===== config.mk =====
export PLATFORM = sky130hd
export DESIGN_NAME = ddr_arbiter_flat
export DESIGN_NICKNAME = d
export VERILOG_FILES = /design/src/rtl/ddr_arbiter_if.sv /design/src/rtl/ddr_arbiter.sv /design/src/flat_wrapper.sv
export SDC_FILE = /design/constraint.sdc
export NUM_CORES = 1
export LEC_CHECK = 0
export ABC_AREA = 1
export CAP_MARGIN = 20
export CORE_AREA = 2 2 247 249
export DETAILED_ROUTE_END_ITERATION = 6
export DIE_AREA = 0 0 249 251
export DONT_BUFFER_PORTS = 1
export SLEW_MARGIN = 10
export SYNTH_ARGS = -nofsm -noshare
export SYNTH_HDL_FRONTEND = slang
export SYNTH_SLANG_ARGS = --single-unit

===== constraint.sdc =====
create_clock -name clk_133M -period 4.8 [get_ports clk_133M]
set_input_delay 0 -clock clk_133M [delete_from_list [all_inputs] [get_ports clk_133M]]
set_output_delay 0 -clock clk_133M [all_outputs]
set_load 0.01 [all_outputs]

===== src/rtl/ddr_arbiter_if.sv =====
// Requester and DDR-controller signal bundle for ddr_arbiter.
// The arbiter takes the slave modport; the environment drives through master.
interface ddr_arbiter_if #(
  parameter int unsigned ADDR_W = 25,
  parameter int unsigned DATA_W = 128
);
  logic              init_done;
  logic              cmd_busy;

  logic              cam_wr_req;
  logic [ADDR_W-1:0] cam_wr_addr;
  logic [DATA_W-1:0] cam_wr_data;
  logic              cam_wr_ack;

  logic              vga_rd_req;
  logic [ADDR_W-1:0] vga_rd_addr;
  logic              vga_rd_ack;
  logic              vga_rd_valid;

  logic              hdr_rd_req;
  logic [ADDR_W-1:0] hdr_rd_addr;
  logic              hdr_rd_ack;
  logic              hdr_rd_valid;

  logic [3:0]        cmd;
  logic              cmd_valid;
  logic [ADDR_W-1:0] ddr_address;
  logic [DATA_W-1:0] ddr_wr_data;

  logic              ddr_data_valid;
  logic [DATA_W-1:0] ddr_rd_data;
  logic [DATA_W-1:0] rd_data;
  logic              rd_underflow;

  modport master (
    output init_done, cmd_busy,
    output cam_wr_req, cam_wr_addr, cam_wr_data,
    input  cam_wr_ack,
    output vga_rd_req, vga_rd_addr,
    input  vga_rd_ack, vga_rd_valid,
    output hdr_rd_req, hdr_rd_addr,
    input  hdr_rd_ack, hdr_rd_valid,
    input  cmd, cmd_valid, ddr_address, ddr_wr_data,
    output ddr_data_valid, ddr_rd_data,
    input  rd_data, rd_underflow
  );

  modport slave (
    input  init_done, cmd_busy,
    input  cam_wr_req, cam_wr_addr, cam_wr_data,
    output cam_wr_ack,
    input  vga_rd_req, vga_rd_addr,
    output vga_rd_ack, vga_rd_valid,
    input  hdr_rd_req, hdr_rd_addr,
    output hdr_rd_ack, hdr_rd_valid,
    output cmd, cmd_valid, ddr_address, ddr_wr_data,
    input  ddr_data_valid, ddr_rd_data,
    output rd_data, rd_underflow
  );
endinterface


===== src/rtl/ddr_arbiter.sv =====
// Three-port DDR command arbiter (camera write, VGA/HDR reads) with read-tag FIFO.
// Optional read starvation guard enabled by defining DDR_ARB_STARVE_GUARD_EN.
module ddr_arbiter #(
  parameter int unsigned ADDR_W       = 25,
  parameter int unsigned DATA_W       = 128,
  parameter int unsigned TAG_DEPTH    = 8,
  parameter int unsigned STARVE_LIMIT = 8
) (
  input  logic         clk_133M,
  input  logic         rst_133M,
  ddr_arbiter_if.slave bus
);
  localparam int unsigned PTR_W = $clog2(TAG_DEPTH);
  localparam int unsigned CNT_W = $clog2(TAG_DEPTH + 1);
  localparam logic [3:0]  CMD_WR = 4'b0100;
  localparam logic [3:0]  CMD_RD = 4'b0011;

  typedef enum logic [1:0] {IDLE, ISSUE, HOLD} state_t;

  state_t               state;
  logic [TAG_DEPTH-1:0] tag_mem;
  logic [PTR_W-1:0]     wr_ptr;
  logic [PTR_W-1:0]     rd_ptr;
  logic [CNT_W-1:0]     outstanding;
  logic                 rr_hdr;

  logic tag_empty, rd_room, vga_elig, hdr_elig, rd_elig, rd_port;
  logic can_grant, force_rd, grant_cam, grant_rd, tag_pop;

`ifdef DDR_ARB_STARVE_GUARD_EN
  localparam int unsigned STARVE_W = $clog2(STARVE_LIMIT + 1);
  logic [STARVE_W-1:0] starve_cnt;

  // Consecutive camera wins while a read was eligible; cleared by any other grant.
  always_ff @(posedge clk_133M or posedge rst_133M) begin
    if (rst_133M) begin
      starve_cnt <= '0;
    end else if (grant_cam) begin
      starve_cnt <= rd_elig ? starve_cnt + STARVE_W'(1) : '0;
    end else if (grant_rd) begin
      starve_cnt <= '0;
    end
  end
`endif

  // Eligibility and grant decision, only meaningful while IDLE.
  always_comb begin
    tag_empty = (outstanding == '0);
    rd_room   = (outstanding != CNT_W'(TAG_DEPTH));
    vga_elig  = bus.vga_rd_req && rd_room;
    hdr_elig  = bus.hdr_rd_req && rd_room;
    rd_elig   = vga_elig || hdr_elig;
    rd_port   = (vga_elig && hdr_elig) ? rr_hdr : hdr_elig;
    can_grant = (state == IDLE) && bus.init_done && !bus.cmd_busy;
`ifdef DDR_ARB_STARVE_GUARD_EN
    force_rd  = rd_elig && (starve_cnt >= STARVE_W'(STARVE_LIMIT));
`else
    force_rd  = 1'b0;
`endif
    grant_cam = can_grant && bus.cam_wr_req && !force_rd;
    grant_rd  = can_grant && rd_elig && !grant_cam;
    tag_pop   = bus.ddr_data_valid && !tag_empty;
  end

  assign bus.rd_data      = bus.ddr_rd_data;
  assign bus.vga_rd_valid = tag_pop && !tag_mem[rd_ptr];
  assign bus.hdr_rd_valid = tag_pop &&  tag_mem[rd_ptr];

  // Command FSM: grant in IDLE, cmd_valid pulse leaving ISSUE, HOLD until controller free.
  always_ff @(posedge clk_133M or posedge rst_133M) begin
    if (rst_133M) begin
      state           <= IDLE;
      bus.cmd         <= '0;
      bus.cmd_valid   <= 1'b0;
      bus.ddr_address <= '0;
      bus.ddr_wr_data <= '0;
      bus.cam_wr_ack  <= 1'b0;
      bus.vga_rd_ack  <= 1'b0;
      bus.hdr_rd_ack  <= 1'b0;
      rr_hdr          <= 1'b0;
    end else begin
      bus.cam_wr_ack <= 1'b0;
      bus.vga_rd_ack <= 1'b0;
      bus.hdr_rd_ack <= 1'b0;
      bus.cmd_valid  <= 1'b0;
      unique case (state)
        IDLE: begin
          if (grant_cam) begin
            bus.cam_wr_ack  <= 1'b1;
            bus.cmd         <= CMD_WR;
            bus.ddr_address <= bus.cam_wr_addr;
            bus.ddr_wr_data <= bus.cam_wr_data;
            state           <= ISSUE;
          end else if (grant_rd) begin
            bus.vga_rd_ack  <= !rd_port;
            bus.hdr_rd_ack  <= rd_port;
            bus.cmd         <= CMD_RD;
            bus.ddr_address <= rd_port ? bus.hdr_rd_addr : bus.vga_rd_addr;
            bus.ddr_wr_data <= '0;
            rr_hdr          <= !rr_hdr;
            state           <= ISSUE;
          end
        end
        ISSUE: begin
          bus.cmd_valid <= 1'b1;
          state         <= HOLD;
        end
        HOLD: begin
          if (!bus.cmd_busy) state <= IDLE;
        end
        default: state <= IDLE;
      endcase
    end
  end

  // Read tag FIFO: push port id on read grant, pop on each returning data beat.
  always_ff @(posedge clk_133M or posedge rst_133M) begin
    if (rst_133M) begin
      tag_mem          <= '0;
      wr_ptr           <= '0;
      rd_ptr           <= '0;
      outstanding      <= '0;
      bus.rd_underflow <= 1'b0;
    end else begin
      if (grant_rd) begin
        tag_mem[wr_ptr] <= rd_port;
        wr_ptr          <= wr_ptr + PTR_W'(1);
      end
      if (tag_pop) rd_ptr <= rd_ptr + PTR_W'(1);
      if (bus.ddr_data_valid && tag_empty) bus.rd_underflow <= 1'b1;
      unique case ({grant_rd, tag_pop})
        2'b10:   outstanding <= outstanding + CNT_W'(1);
        2'b01:   outstanding <= outstanding - CNT_W'(1);
        default: outstanding <= outstanding;
      endcase
    end
  end
endmodule


===== src/flat_wrapper.sv =====
// flat-port wrapper written by rule: the top's interface ports become plain ports
module ddr_arbiter_flat 
#(
  parameter int unsigned ADDR_W       = 25,
  parameter int unsigned DATA_W       = 128,
  parameter int unsigned TAG_DEPTH    = 8,
  parameter int unsigned STARVE_LIMIT = 8
)
  (clk_133M, rst_133M, bus_init_done, bus_cmd_busy, bus_cam_wr_req, bus_cam_wr_addr, bus_cam_wr_data, bus_cam_wr_ack, bus_vga_rd_req, bus_vga_rd_addr, bus_vga_rd_ack, bus_vga_rd_valid, bus_hdr_rd_req, bus_hdr_rd_addr, bus_hdr_rd_ack, bus_hdr_rd_valid, bus_cmd, bus_cmd_valid, bus_ddr_address, bus_ddr_wr_data, bus_ddr_data_valid, bus_ddr_rd_data, bus_rd_data, bus_rd_underflow);
  ddr_arbiter_if #(.ADDR_W(ADDR_W), .DATA_W(DATA_W)) bus_i ();
  input  logic clk_133M;
  input  logic rst_133M;
  input wire logic [$bits(bus_i.init_done)-1:0] bus_init_done;
  input wire logic [$bits(bus_i.cmd_busy)-1:0] bus_cmd_busy;
  input wire logic [$bits(bus_i.cam_wr_req)-1:0] bus_cam_wr_req;
  input wire logic [$bits(bus_i.cam_wr_addr)-1:0] bus_cam_wr_addr;
  input wire logic [$bits(bus_i.cam_wr_data)-1:0] bus_cam_wr_data;
  output wire logic [$bits(bus_i.cam_wr_ack)-1:0] bus_cam_wr_ack;
  input wire logic [$bits(bus_i.vga_rd_req)-1:0] bus_vga_rd_req;
  input wire logic [$bits(bus_i.vga_rd_addr)-1:0] bus_vga_rd_addr;
  output wire logic [$bits(bus_i.vga_rd_ack)-1:0] bus_vga_rd_ack;
  output wire logic [$bits(bus_i.vga_rd_valid)-1:0] bus_vga_rd_valid;
  input wire logic [$bits(bus_i.hdr_rd_req)-1:0] bus_hdr_rd_req;
  input wire logic [$bits(bus_i.hdr_rd_addr)-1:0] bus_hdr_rd_addr;
  output wire logic [$bits(bus_i.hdr_rd_ack)-1:0] bus_hdr_rd_ack;
  output wire logic [$bits(bus_i.hdr_rd_valid)-1:0] bus_hdr_rd_valid;
  output wire logic [$bits(bus_i.cmd)-1:0] bus_cmd;
  output wire logic [$bits(bus_i.cmd_valid)-1:0] bus_cmd_valid;
  output wire logic [$bits(bus_i.ddr_address)-1:0] bus_ddr_address;
  output wire logic [$bits(bus_i.ddr_wr_data)-1:0] bus_ddr_wr_data;
  input wire logic [$bits(bus_i.ddr_data_valid)-1:0] bus_ddr_data_valid;
  input wire logic [$bits(bus_i.ddr_rd_data)-1:0] bus_ddr_rd_data;
  output wire logic [$bits(bus_i.rd_data)-1:0] bus_rd_data;
  output wire logic [$bits(bus_i.rd_underflow)-1:0] bus_rd_underflow;
  assign bus_i.init_done = bus_init_done;
  assign bus_i.cmd_busy = bus_cmd_busy;
  assign bus_i.cam_wr_req = bus_cam_wr_req;
  assign bus_i.cam_wr_addr = bus_cam_wr_addr;
  assign bus_i.cam_wr_data = bus_cam_wr_data;
  assign bus_cam_wr_ack = bus_i.cam_wr_ack;
  assign bus_i.vga_rd_req = bus_vga_rd_req;
  assign bus_i.vga_rd_addr = bus_vga_rd_addr;
  assign bus_vga_rd_ack = bus_i.vga_rd_ack;
  assign bus_vga_rd_valid = bus_i.vga_rd_valid;
  assign bus_i.hdr_rd_req = bus_hdr_rd_req;
  assign bus_i.hdr_rd_addr = bus_hdr_rd_addr;
  assign bus_hdr_rd_ack = bus_i.hdr_rd_ack;
  assign bus_hdr_rd_valid = bus_i.hdr_rd_valid;
  assign bus_cmd = bus_i.cmd;
  assign bus_cmd_valid = bus_i.cmd_valid;
  assign bus_ddr_address = bus_i.ddr_address;
  assign bus_ddr_wr_data = bus_i.ddr_wr_data;
  assign bus_i.ddr_data_valid = bus_ddr_data_valid;
  assign bus_i.ddr_rd_data = bus_ddr_rd_data;
  assign bus_rd_data = bus_i.rd_data;
  assign bus_rd_underflow = bus_i.rd_underflow;
  ddr_arbiter #(.ADDR_W(ADDR_W), .DATA_W(DATA_W), .TAG_DEPTH(TAG_DEPTH), .STARVE_LIMIT(STARVE_LIMIT)) u_core (.clk_133M(clk_133M), .rst_133M(rst_133M), .bus(bus_i));
endmodule

==> Word-level counts from Yosys, hierarchy flattened <==
Cells that the tools add are included.
{ "totals": {"regBits": 183, "elab_cells": 83} }
{ "classes": {"add_sub_neg": 4, "magnitude_cmp": 3, "eq_ne": 7, "n_mux": 27, "bitwise": 1, "reduce_logical": 27} }
{ "ops": {"columns": ["op", "count"], "rows": [
  ["2-to-1 mux 128 bit", 2],
  ["2-to-1 mux 25 bit", 3],
  ["logical AND 1 bit", 13],
  ["2-to-1 mux 1 bit", 12],
  ["bitwise mux 8 bit", 1],
  ["less-than comparator 3 x 4 -> 1 bit (second input constant)", 2],
  ["2-to-1 mux 4 bit", 2],
  ["case mux 4 bit (2 select lines)", 1],
  ["adder 3 x 1 -> 3 bit (second input constant)", 2],
  ["logical NOT 1 bit", 6],
  ["2-to-1 mux 2 bit", 3],
  ["case mux 2 bit (3 select lines)", 1],
  ["adder 4 x 1 -> 4 bit (second input constant)", 1],
  ["equality test 2 x 1 -> 1 bit (second input constant)", 2],
  ["equality test 2 bit (second input constant)", 2],
  ["logical NOT 4 bit", 1],
  ["inequality test 4 bit (second input constant)", 1],
  ["AND reduction 2 bit", 2],
  ["nonzero test 2 bit", 2],
  ["subtractor 4 x 1 -> 4 bit (second input constant)", 1],
  ["binary-select mux 1 bit (select 3 bit)", 1],
  ["demux 1 bit (select 3 bit)", 1],
  ["greater-or-equal comparator 3 x 1 -> 1 bit (second input constant)", 1],
  ["inequality test 3 x 1 -> 1 bit (second input constant)", 1],
  ["other kinds (5)", 5]
]} }

==> Logic depth before layout (Yosys ltp) <==
Gate-level depths: netlist (run 1).
{ "logic_depth": {"depth_word": 9, "mapped_depth": 14, "depth_no_buf": 14} }

==> Worst setup path before layout (run 1) <==
Ideal clock, no wire load.
{ "synth_timing": {"kind": "reg-to-reg", "start": "register u_core.outstanding[0]", "end": "register u_core.outstanding[2]", "setup_time_ps": 83, "arrival_ps": 2102, "required_time_ps": 4717, "slack_ps": 2615, "path_stages_with_launch": 13, "path_buffers": 0, "synth_period_minus_slack_ps": 2185, "cell_sequence": "dfrtp_1 -> nor2_4 -> nand2_1 -> o21ai_0 -> inv_1 -> ha_1 -> nand2_1 -> inv_1 -> nor2_1 -> ha_1 -> a21oi_1 -> xor2_1 -> o21ai_0"} }
{ "synth_via": {"word_cells_on_any_way": 15} }
{ "synth_lines": {"columns": ["item", "line_no", "text"], "rows": [
  ["from (decl)", "ddr_arbiter.sv:24", "logic [CNT_W-1:0] outstanding;"],
  ["from (signal assigned)", "ddr_arbiter.sv:132", "2'b10: outstanding <= outstanding + CNT_W'(1);"],
  ["from (signal assigned)", "ddr_arbiter.sv:133", "2'b01: outstanding <= outstanding - CNT_W'(1);"],
  ["from (signal assigned)", "ddr_arbiter.sv:134", "default: outstanding <= outstanding;"],
  ["logical NOT 4 bit *", "ddr_arbiter.sv:48", "tag_empty = (outstanding == '0);"],
  ["logical NOT 1 bit *", "ddr_arbiter.sv:62", "tag_pop = bus.ddr_data_valid && !tag_empty;"],
  ["logical AND 1 bit *", "ddr_arbiter.sv:62", null],
  ["named net u_core.tag_pop", "ddr_arbiter.sv:28", "logic can_grant, force_rd, grant_cam, grant_rd, tag_pop;"],
  ["equality test 2 x 1 -> 1 bit or equality test 2 bit (tied branches)", "ddr_arbiter.sv:131", "unique case ({grant_rd, tag_pop})"],
  ["case mux 4 bit (2 select lines) or nonzero test 2 bit (tied branches)", null, null]
]} }
The timed path passes the listed nets; every way through them passes the cells marked *.
A chain may end at the register's enable or synchronous reset.

==> Worst setup path after layout (run 1) <==
{ "layout_timing": {"start": "register u_core.outstanding[0]", "end": "register u_core.bus.ddr_address[23]"} }
{ "layout_via": {"elab_chain_len": 7, "word_cells_on_any_way": 13} }
{ "layout_lines": {"columns": ["item", "line_no", "text"], "rows": [
  ["inequality test 4 bit *", "ddr_arbiter.sv:49", "rd_room = (outstanding != CNT_W'(TAG_DEPTH));"],
  ["logical AND 1 bit, on equally long branches", "ddr_arbiter.sv:50, ddr_arbiter.sv:51", null],
  ["logical AND 1 bit or logical OR 1 bit (tied branches)", "ddr_arbiter.sv:53, ddr_arbiter.sv:52", null],
  ["2-to-1 mux 1 bit or logical AND 1 bit (tied branches)", "ddr_arbiter.sv:53, ddr_arbiter.sv:61", null],
  ["2-to-1 mux 25 bit or logical AND 1 bit (tied branches)", "ddr_arbiter.sv:98, ddr_arbiter.sv:61", null],
  ["2-to-1 mux 25 bit or nonzero test 2 bit (tied branches)", null, null],
  ["2-to-1 mux 25 bit or AND reduction 2 bit (tied branches)", null, null],
  ["to (signal assigned)", "ddr_arbiter.sv:91", "bus.ddr_address <= bus.cam_wr_addr;"],
  ["to (signal assigned)", "ddr_arbiter.sv:98", "bus.ddr_address <= rd_port ? bus.hdr_rd_addr : bus.vga_rd_addr;"],
  ["to (decl)", "ddr_arbiter_if.sv:56", "output cmd, cmd_valid, ddr_address, ddr_wr_data,"]
]} }
Mark *: on every way between the ends. The rest lies on a longest branch, timed or not. The select of a mux whose other input is x is not followed.

==> impl.org, run 1 <==
** Route
- Routed met3 length :: about 2.8 mm
- After detailed routing, the total wire length is 27.0 mm.
- Starting DRT DRC Count :: 584
- After detailed routing, the number of vias per cell comes to 3.64.
- Once detail routing completed, the nets flagged for antenna violations numbered 0.
- DRC violation count after routing :: 0
- The first TritonRoute pass finished after 6 iterations.
- After detailed routing, the average wire length per cell comes to 14.3 um.
- Top layer used by detailed routing :: met5
- Detailed routing placed a total of 12.9 mm of wire on met2.
- Wire length on met1 :: roughly 9.9 mm
- Via count :: 6,875

** Floorplanning
- In this run the standard cell core region covers 0.0598 mm^2.
- Full die area :: roughly 0.062 mm^2
- Measured along the x axis, the die boundary spans 249 um.
- The floorplan has 90 rows.
- Initial core utilization :: roughly 14%
- Vertical extent of the die :: 251 um
- 631 I/O pins were placed.

** Cells and area
- Fill count :: 6,534
- Synth-to-Final Area Change :: 26.0%
- Most used cells in the layout excluding fill and tap cells :: 541 x sky130_fd_sc_hd__nand2_1, 184 x sky130_fd_sc_hd__dlygate4sd3_1, 181 x sky130_fd_sc_hd__dfrtp_1
- NumNets Final :: 1,438
- Most common cell after layout, fill and taps aside :: sky130_fd_sc_hd__nand2_1
- Once layout is done, the placed cells without fillers occupy about 0.011 mm^2.
- Cells with a size suffix above 1 make up 4.61% of the layout.

** Synthesis
- The cell area that synthesis handed to floorplanning was about 0.0087 mm^2.
- Area fraction of the dominant cell type after synthesis :: 52.3%
- Yosys attributes the largest share of cell area to sky130_fd_sc_hd__dfrtp_1 52%, sky130_fd_sc_hd__nand2_1 23%, sky130_fd_sc_hd__buf_4 12%, sky130_fd_sc_hd__nand3_1 3.8%, sky130_fd_sc_hd__nor2_1 1.1%.
- Instance count of the mapped netlist :: approximately 1,100
- Count of distinct cell types in the synthesized netlist :: 26
- Counting flops and latches in the post-synthesis netlist gives approximately 180.
- Library cell with the largest summed area after synthesis :: sky130_fd_sc_hd__dfrtp_1
- Averaged over all synthesized cells, the footprint is between 8 and 9 um^2.
- The Yosys step of the flow raised 0 warnings.
- Portion of the post-synthesis area used by sequential elements :: between 50% and 60%
- Number of nets in the synthesized netlist :: 1,401

** Timing
- Summed over all failing endpoints, the final setup total negative slack is 0 ns.
- Min Tclk post-route :: between 2 and 3 ns
- Relative slew margins :: about two fifths
- Setup-failing EPs final :: 0
- Clock Skew :: between 0.01 and 0.015 ns
- Pin slew with the least headroom to its limit :: 0.926 ns
- Period Utilization, post-route :: just under 60%
- Setup repair after global routing left no endpoint under its margin.
- Across all setup checks in the final design, the least slack found is around 2 ns.
- The final-report hold violation count came to 0.
- Number of pins exceeding their max-slew limit in the final report :: 0
- Based on the critical path, the design can be clocked at up to approximately 0.35 GHz.

** Clocking
- The longest clock path from root to sink contains 2 buffers.
- CTS placed an instance of sky130_fd_sc_hd__clkbuf_16 at the clock tree root.
- TritonCTS built the clock tree.
- The later pin in the worst-skew pair is clocked with a latency of about 0.48 ns.
- Clock Sink Count :: between 150 and 200
- Clock-pin slew was measured on the worst setup and hold paths at about 0.080 ns.
- TritonCTS buffer count :: 17
- Level count of the clock H-tree :: 4
- Resized cells post-CTS :: 0

** Global route
- All-layer global routing usage :: just under 9%
- Largest net degree at the start of global routing :: 156
- The first global-routing pass estimated between 40 and 50 mm of wire.
- Global routing finished with a remaining overflow of 0.
- The initial antenna violation count is 4.
- Number of global-route vias before repair :: a little over 7,000

** Power and ir drop
- Across the VDD grid, the largest voltage drop is around 0.27 mV.
- For this design the static power due to leakage is 5.37 nW.
- For this design the ratio of total power to cell area is about 530 mW/mm^2.
- Power comes to roughly 5.8 mW.

** Critical path
- Of all nets on the critical path, the largest fanout is 65.
- STA classifies the critical path endpoint as a flip-flop.
- CP Launch Type :: flip-flop
- Data on the critical path is required at its endpoint by about 5.2 ns.
- For the worst setup path, the data arrival time is 3.26 ns.
- The worst setup path is of the reg -> reg kind.

** Status
- The run finished with clean final reports.

** Placed design
- After legalization and detailed placement, the total HPWL measured ~18 mm.
- Final GP Congestion :: around 0.73
- At the placement stage, the worst setup path has a slack of 2.23 ns.
- After detailed placement, the total cell area comes to 0.00847 mm^2.
- Port-buffer cells :: 0

** Min path
- Class of the tightest hold or removal check :: in -> out

** Flow run
- Max_cap viols :: 0
==> flip-flops by register name (all words and copies together) (netlist names) <==
signal	count
u_core.state	2
u_core.bus.cmd	2
u_core.bus.ddr_address	25
u_core.outstanding	4
u_core.wr_ptr	3
u_core.bus.rd_underflow	1
u_core.rr_hdr	1
u_core.bus.ddr_wr_data	128
u_core.bus.cam_wr_ack	1
u_core.bus.hdr_rd_ack	1
u_core.tag_mem	8
u_core.rd_ptr	3
u_core.bus.vga_rd_ack	1
u_core.bus.cmd_valid	1
==> layer usage <==
metal / vias up / GRT usage (%)
li1: 3179 / -
met1: 3178 / 8.53
met2: 420 / 14.5
met3: 94 / 3.97
met4: 4 / 6.42
met5: - / 0
==> worst max-delay path: stages, from the launching register on <==
cell and delay [ns]:
sky130_fd_sc_hd__dfrtp_1 0.46, sky130_fd_sc_hd__nor2_4 0.18, sky130_fd_sc_hd__nand3_4 0.31, sky130_fd_sc_hd__inv_2 0.21
sky130_fd_sc_hd__nor2_8 0.07, sky130_fd_sc_hd__nor2_4 0.14, sky130_fd_sc_hd__buf_4 0.55, sky130_fd_sc_hd__nand2_1 0.15
sky130_fd_sc_hd__nand3_1 0.13, sky130_fd_sc_hd__dlygate4sd3_1 0.54
==> where the power goes <==
group	switching [mW]	internal, mW	leakage, nW
Combinational	0.804	0.608	2.72
Clock	0.714	0.699	0.281
Sequential	0.820	2.15	2.37
==> synthesized netlist by cell type (all sizes together) <==
master / number
o21ai: 17
nor2: 30
clkbuf: 14
a21oi: 4
nand3: 67
nand4: 2
inv: 26
clkinv: 1
nand2: 543
ha: 5
xor2: 5
conb: 1
xnor2: 1
dfrtp: 181
buf: 159
a41o: 1
==> cell type report <==
class	count	area (um^2)	area share, %
Timing Repair Buffer	191	1930	17.7
Sequential cell	181	4530	41.5
Clock inverter	14	133	1.21
Inverter	27	113	1.03
Antenna cell	2	5.00	0.0458
Clock buffer	18	439	4.02
Multi-Input combinational cell	676	2790	25.6
Tap cell	782	978	8.96
==> stage by stage <==
stage / instances / util (%) / hold WS (ns)
2_1_floorplan: 1057 / - / 0.0918
3_3_place_gp: 1672 / 14.2 / -0.143
3_5_place_dp: 1672 / 14.2 / -0.131
4_1_cts: 1888 / 18.2 / 0.0000686
5_1_grt: 1891 / 18.3 / 0.0000150
6_report: 1891 / 18.3 / 0.00000330
==> worst paths after layout <==
path / slack (ns) / startpoint / cells after the start / endpoint
setup / recovery: 1.97 / u_core.outstanding[0]$_DFFE_PP0P_ / 9 / u_core.bus.ddr_address[23]$_DFFE_PP0P_
hold / removal: 0.000003 / bus_ddr_rd_data[95] / 0 / bus_rd_data[95]
setup reg to reg: 1.97 / u_core.outstanding[0]$_DFFE_PP0P_ / 9 / u_core.bus.ddr_address[23]$_DFFE_PP0P_
hold reg to reg: 0.48 / u_core.state[1]$_DFFE_PP0P_ / 1 / u_core.bus.cmd_valid$_DFF_PP0_
max in group asynchronous: 3.74 / rst_133M / 3 / u_core.bus.ddr_wr_data[67]$_DFFE_PP0P_
min in group asynchronous: 0.12 / rst_133M / 3 / u_core.bus.ddr_wr_data[60]$_DFFE_PP0P_
==> logic make-up after synthesis <==
logic type / synth area share, %
compound gates: 1.37
xor+xnor: 0.607
fa+ha+maj: 0.722
buf+inv: 15.5
flops: 52.3
other cells: 0.0433
simple gates: 29.5
==> repair_timing <==
action / CTS / global route
hold buffers: 184 / 0
hold endpoints to repair: 314 / 0
setup buffers: 0 / 0
No activity file was read; power rests on OpenSTA's default activity.
==> run 2: changes to the inputs <==
--- a/config.mk
+++ b/config.mk
@@ -5,11 +5,11 @@
 export SDC_FILE = /design/constraint.sdc
 export NUM_CORES = 1
 export LEC_CHECK = 0
-export ABC_AREA = 1
+export ABC_AREA = 0
 export CAP_MARGIN = 20
-export CORE_AREA = 2 2 247 249
+export CORE_AREA = 2 2 245 247
 export DETAILED_ROUTE_END_ITERATION = 6
-export DIE_AREA = 0 0 249 251
+export DIE_AREA = 0 0 247 249
 export DONT_BUFFER_PORTS = 1
 export SLEW_MARGIN = 10
 export SYNTH_ARGS = -nofsm -noshare
==> constraint.sdc (replaced) <==
create_clock -name clk_133M -period 2.38 [get_ports clk_133M]
set_input_delay 0 -clock clk_133M [delete_from_list [all_inputs] [get_ports clk_133M]]
set_output_delay 0 -clock clk_133M [all_outputs]
set_load 0.01 [all_outputs]
==> run 2 against run 1 <==
Against the previous run:
- clock skew grew 0.0062 ns
- the run now ends with negative hold slack, negative setup slack left
- fmax up 15%
- area after synthesis fell by 7.2%
- critical path type unchanged
- hold slack got worse by 0.19 ns
- via count shrank 20%
==> impl.org, run 2 <==
** Synthesis
- Number of nets in the synthesized netlist :: 962 (-31%)
- Portion of the post-synthesis area used by sequential elements :: 56.3% (+4.0 points)
- Register bit count reported by yosys :: 181 (unchanged)
- Leading cell types by count after synthesis :: 181 x sky130_fd_sc_hd__dfrtp_1, 153 x sky130_fd_sc_hd__a22o_1, 130 x sky130_fd_sc_hd__buf_4
- Fraction of registers with async set/reset :: 100% (unchanged)
- The number of different library cells in the post-synthesis netlist came to 43 (+65%).
- The number of warnings reported in the yosys synthesis log came to 0 (unchanged).
- Mapped Avg Cell Area :: 13.0 um^2 (+59%)
- The synthesized design spends more area on one cell type than any other, namely sky130_fd_sc_hd__dfrtp_1.
- In the post-synthesis netlist, the biggest area contributors are sky130_fd_sc_hd__dfrtp_1 56%, sky130_fd_sc_hd__a22o_1 17%, sky130_fd_sc_hd__buf_4 12%, sky130_fd_sc_hd__a221o_1 3.1%, sky130_fd_sc_hd__buf_2 2.0%.
- The number of instances in the synthesized netlist came to 618 (-42%).
- Area fraction of the dominant cell type after synthesis :: 56.3% (+4.0 points)
- For this run, the leading register cell type out of synthesis is sky130_fd_sc_hd__dfrtp_1.
- In the post-synthesis netlist, the cell with the most instances is sky130_fd_sc_hd__dfrtp_1.
- The synthesized cell area is 0.00804 mm^2 (-7.2%).
- The count of flip-flops with a built-in enable after synthesis was 0 (unchanged).

** Placed design
- The area of placed instances was 0.00807 mm^2 (-4.7%).
- HPWL after detailed placement :: 17.0 mm (-7.0%)
- Total placed cells including tap cells :: 1,238 (-26%)
- Final GP Congestion :: 0.735 (+0.44%)
- Port-buffer cells :: 0 (unchanged)

** Power and ir drop
- The reported leakage power came to 4.58 nW (-15%).
- The power density relative to cell area came to 934 mW/mm^2 (+76%).
- The total power after layout was 10.2 mW (+75%).
- Peak VDD IR :: 0.525 mV (+91%)

** Critical path
- Kind of end point of the critical path :: flip-flop
- The count of buffering cells on the critical path with inverters included was 1 (-2).
- The worst endpoint data arrival time came to 2.82 ns (-0.44 ns).
- The longest individual stage delay on the worst path is 0.54 ns (about the same).
- The worst setup path is of the reg -> reg kind.
- Traced cell by cell, the critical path runs through or4b_4 -> nor4_4 -> inv_2 -> ha_4 -> xor2_1 -> ha_2 -> a21oi_2 -> xor2_1 -> nor2_1 -> xor2_1.
- The largest fanout on the critical path came to 2 (-97%).
- The worst endpoint required time is 2.74 ns (-2.49 ns).
- The cell that appears most often on the critical path is sky130_fd_sc_hd__xor2_1.
- Among all stages on the critical path, the largest delay is contributed by sky130_fd_sc_hd__or4b_4.
- CP Launch Type :: flip-flop
- The kind of cell with the highest combined delay along the critical path is simple AND/OR/NAND/NOR gates.

** Cells and area
- The post-layout instance count excluding filler cells was 1,487 (-21%).
- Largest register by flop count :: u_core.bus.ddr_wr_data
- Fraction of layout cells with a size suffix above 1 :: 11.7% (+7.1 points)
- Leaving out fill and tap cells, the most frequent cell in the layout is sky130_fd_sc_hd__dlygate4sd3_1.
- Layout Utilization :: 18.5% (+0.28 points)
- NumNets Final :: 1,043 (-27%)
- The post-route cell area came to 0.0109 mm^2 (-0.36%).
- The flip-flop count of the largest register after layout was 128 (unchanged).
- Fill count :: 6,232 (-4.6%)
- Synth-to-Final Area Change :: 35.3%
- Most used cells in the layout excluding fill and tap cells :: 210 x sky130_fd_sc_hd__dlygate4sd3_1, 181 x sky130_fd_sc_hd__dfrtp_1, 153 x sky130_fd_sc_hd__a22o_1
- In the final layout, the registers with the most flip-flops are u_core.bus.ddr_wr_data x128, u_core.bus.ddr_address x25, u_core.tag_mem x8.

** Timing
- The achievable frequency was 0.405 GHz (+15%).
- Worst setup margin :: -0.0890 ns (-2.06 ns)
- Final worst hold slack :: -0.195 ns (-0.195 ns)
- Setup repair after global routing missed its margin :: yes
- Relative slew margins :: 30.4% (-7.8 points)
- The share of the clock period used by the worst path came to 104% (+45 points).
- The minimum period implied by the final worst setup slack was 2.47 ns (-0.364 ns).
- The largest clock skew in the final design was 0.0168 ns (+0.00620 ns).
- The final-report hold violation count came to 9 (+9).
- Setup-failing EPs final :: 2 (+2)
- Number of pins exceeding their max-slew limit in the final report :: 0 (unchanged)
- Pin slew with the least headroom to its limit :: 1.04 ns (+0.118 ns)

** Status
- The checks that failed: negative hold slack, negative setup slack.
- The flow ran to the end, but the final reports show violations.

** Floorplanning
- Ports :: 631 (unchanged)
- The die outline area was 0.0615 mm^2 (-1.6%).
- The die extent in y was 249 um (-0.80%).
- The initial core utilization is 13.7% (-0.78 points).
- Standard cell core area :: 0.0587 mm^2 (-1.9%)
- Site Rows :: 89 (-1.1%)
- Die width :: 247 um (-0.80%)

** Global route
- All-layer global routing usage :: 8.09% (-0.59 points)
- The initial antenna violation count is 3 (-1).
- Number of global-route vias before repair :: 5,993 (-17%)
- Overall overflow remaining after global route :: 0 (unchanged)
- The pin count of the biggest net entering global routing was 182 (+17%).
- The first-pass GRT wire length was 36.0 mm (-12%).

** Route
- The routed length on met1 was 9.32 mm (-5.8%).
- Starting DRT DRC Count :: 240 (-59%)
- The wire length on met3 is 2.67 mm (-5.1%).
- Post-DR wirelength/cell :: 17.5 um (+22%)
- Via count :: 5,476 (-20%)
- Signal routing reaches up to met5.
- The DRC violation count after routing came to 0 (unchanged).
- Met2 Routed Length :: 12.9 mm (-0.11%)
- The ratio of routed vias to standard cells is 3.68 (+1.3%).
- Number of nets still failing antenna checks after routing :: 0 (unchanged)
- Final WL :: 26.0 mm (-3.9%)
- The number of optimization iterations in the first detailed-route pass is 4 (-2).

** Clocking
- TritonCTS buffer count :: 17 (unchanged)
- The count of H-tree levels built during CTS came to 4 (unchanged).
- The clock sink total came to 181 (unchanged).
- TritonCTS built the clock tree.
- The clock insertion delay at the later pin of the skew report came to 0.47 ns (about the same).
- The clock edge transition at the registers on the reported setup and hold paths is 0.08 ns (about the same).
- Clock Tree Root :: sky130_fd_sc_hd__clkbuf_16
- Clock Tree Buf Depth :: 2 (unchanged)

** Min path
- The worst hold path belongs to the class in -> reg.

** Flow run
- Max_cap viols :: 0 (unchanged)
==> run 2: cell count changes after synthesis, moves of 3 or more <==
cell                       before  now
sky130_fd_sc_hd__nand2_1      542   15
sky130_fd_sc_hd__o21ai_0       17    1
sky130_fd_sc_hd__buf_4        138  130
sky130_fd_sc_hd__clkbuf_1      14    2
sky130_fd_sc_hd__buf_2         14   32
sky130_fd_sc_hd__xnor2_1        1    5
sky130_fd_sc_hd__nor2_1        26    8
sky130_fd_sc_hd__a21o_1         0    3
sky130_fd_sc_hd__a221o_1        0   25
sky130_fd_sc_hd__inv_1         23    5
sky130_fd_sc_hd__nand3_1       66    2
sky130_fd_sc_hd__a22o_1         0  153
sky130_fd_sc_hd__mux2_2         0    9
==> run 2: worst paths after layout <==
check | from | end | slack [ns] | cells after the start
worst max-delay path | u_core.state[1]$_DFFE_PP0P_ | u_core.outstanding[2]$_DFFE_PP0P_ | -0.09 | 10
worst min-delay path | bus_cam_wr_req | u_core.tag_mem[0]$_DFFE_PP0P_ | -0.19 | 3
worst max register to register | u_core.state[1]$_DFFE_PP0P_ | u_core.outstanding[2]$_DFFE_PP0P_ | -0.09 | 10
worst min register to register | u_core.tag_mem[6]$_DFFE_PP0P_ | u_core.tag_mem[6]$_DFFE_PP0P_ | 0.51 | 1
max in group asynchronous | rst_133M | u_core.bus.ddr_wr_data[29]$_DFFE_PP0P_ | 1.28 | 3
min in group asynchronous | rst_133M | u_core.bus.ddr_wr_data[99]$_DFFE_PP0P_ | 0.27 | 3
==> run 2: cells by family after synthesis <==
kind of cell    Yosys count  synth area share, %
compound gates          188                 20.6
xor+xnor                 10                 1.09
fa+ha+maj                 5                0.778
buf+inv                 177                 15.4
flops                   181                 56.3
mux                      13                 2.08
other cells               1               0.0466
simple gates             43                 3.63
==> run 2: power by group <==
part           switching (mW)  leakage, nW  internal (mW)
registers                1.20         2.33           3.95
clock network            1.36        0.306           1.73
logic                   0.747         1.94           1.18
total                    3.30         4.58           6.86
==> run 2: worst min-delay path: cells and delay by family <==
family	cells	cell delay [ns]
AND/OR/NAND/NOR	2	0.10
multiplexers	1	0.14
==> run 2: cell type report <==
| cell class | count | area (um^2) | share of cell area, % |
|---|---|---|---|
| Tap cell | 773 | 967 | 8.89 |
| Inverter | 5 | 22.5 | 0.207 |
| Sequential cell | 181 | 4530 | 41.6 |
| Clock inverter | 12 | 165 | 1.52 |
| Multi-Input combinational cell | 260 | 2320 | 21.4 |
| Antenna cell | 2 | 5.00 | 0.0460 |
| Clock buffer | 20 | 457 | 4.20 |
| Timing Repair Buffer | 234 | 2410 | 22.1 |
==> run 2: per-layer routing <==
metal,track usage (%),up-vias
li1,-,2320
met4,5.13,2
met2,13.8,371
met3,4.10,80
met5,0,-
met1,7.61,2703
==> run 2: repair_timing <==
action | CTS | global route
pin swaps | 1 | 2
hold buffers | 212 | 1
gates resized for setup | 3 | 2
cloned | 0 | 1
setup buffers | 1 | 2
endpoints found under the setup margin | 3 | 4
hold endpoints to repair | 356 | 10
==> run 2: through the flow <==
step | setup TNS (ns) | worst slack [ns]
floorplan | -0.430 | -0.226
global placement | -0.0711 | -0.0711
detailed placement | -0.151 | -0.0980
CTS | -0.0556 | -0.0556
global route | -0.264 | -0.166
finish | -0.117 | -0.0890
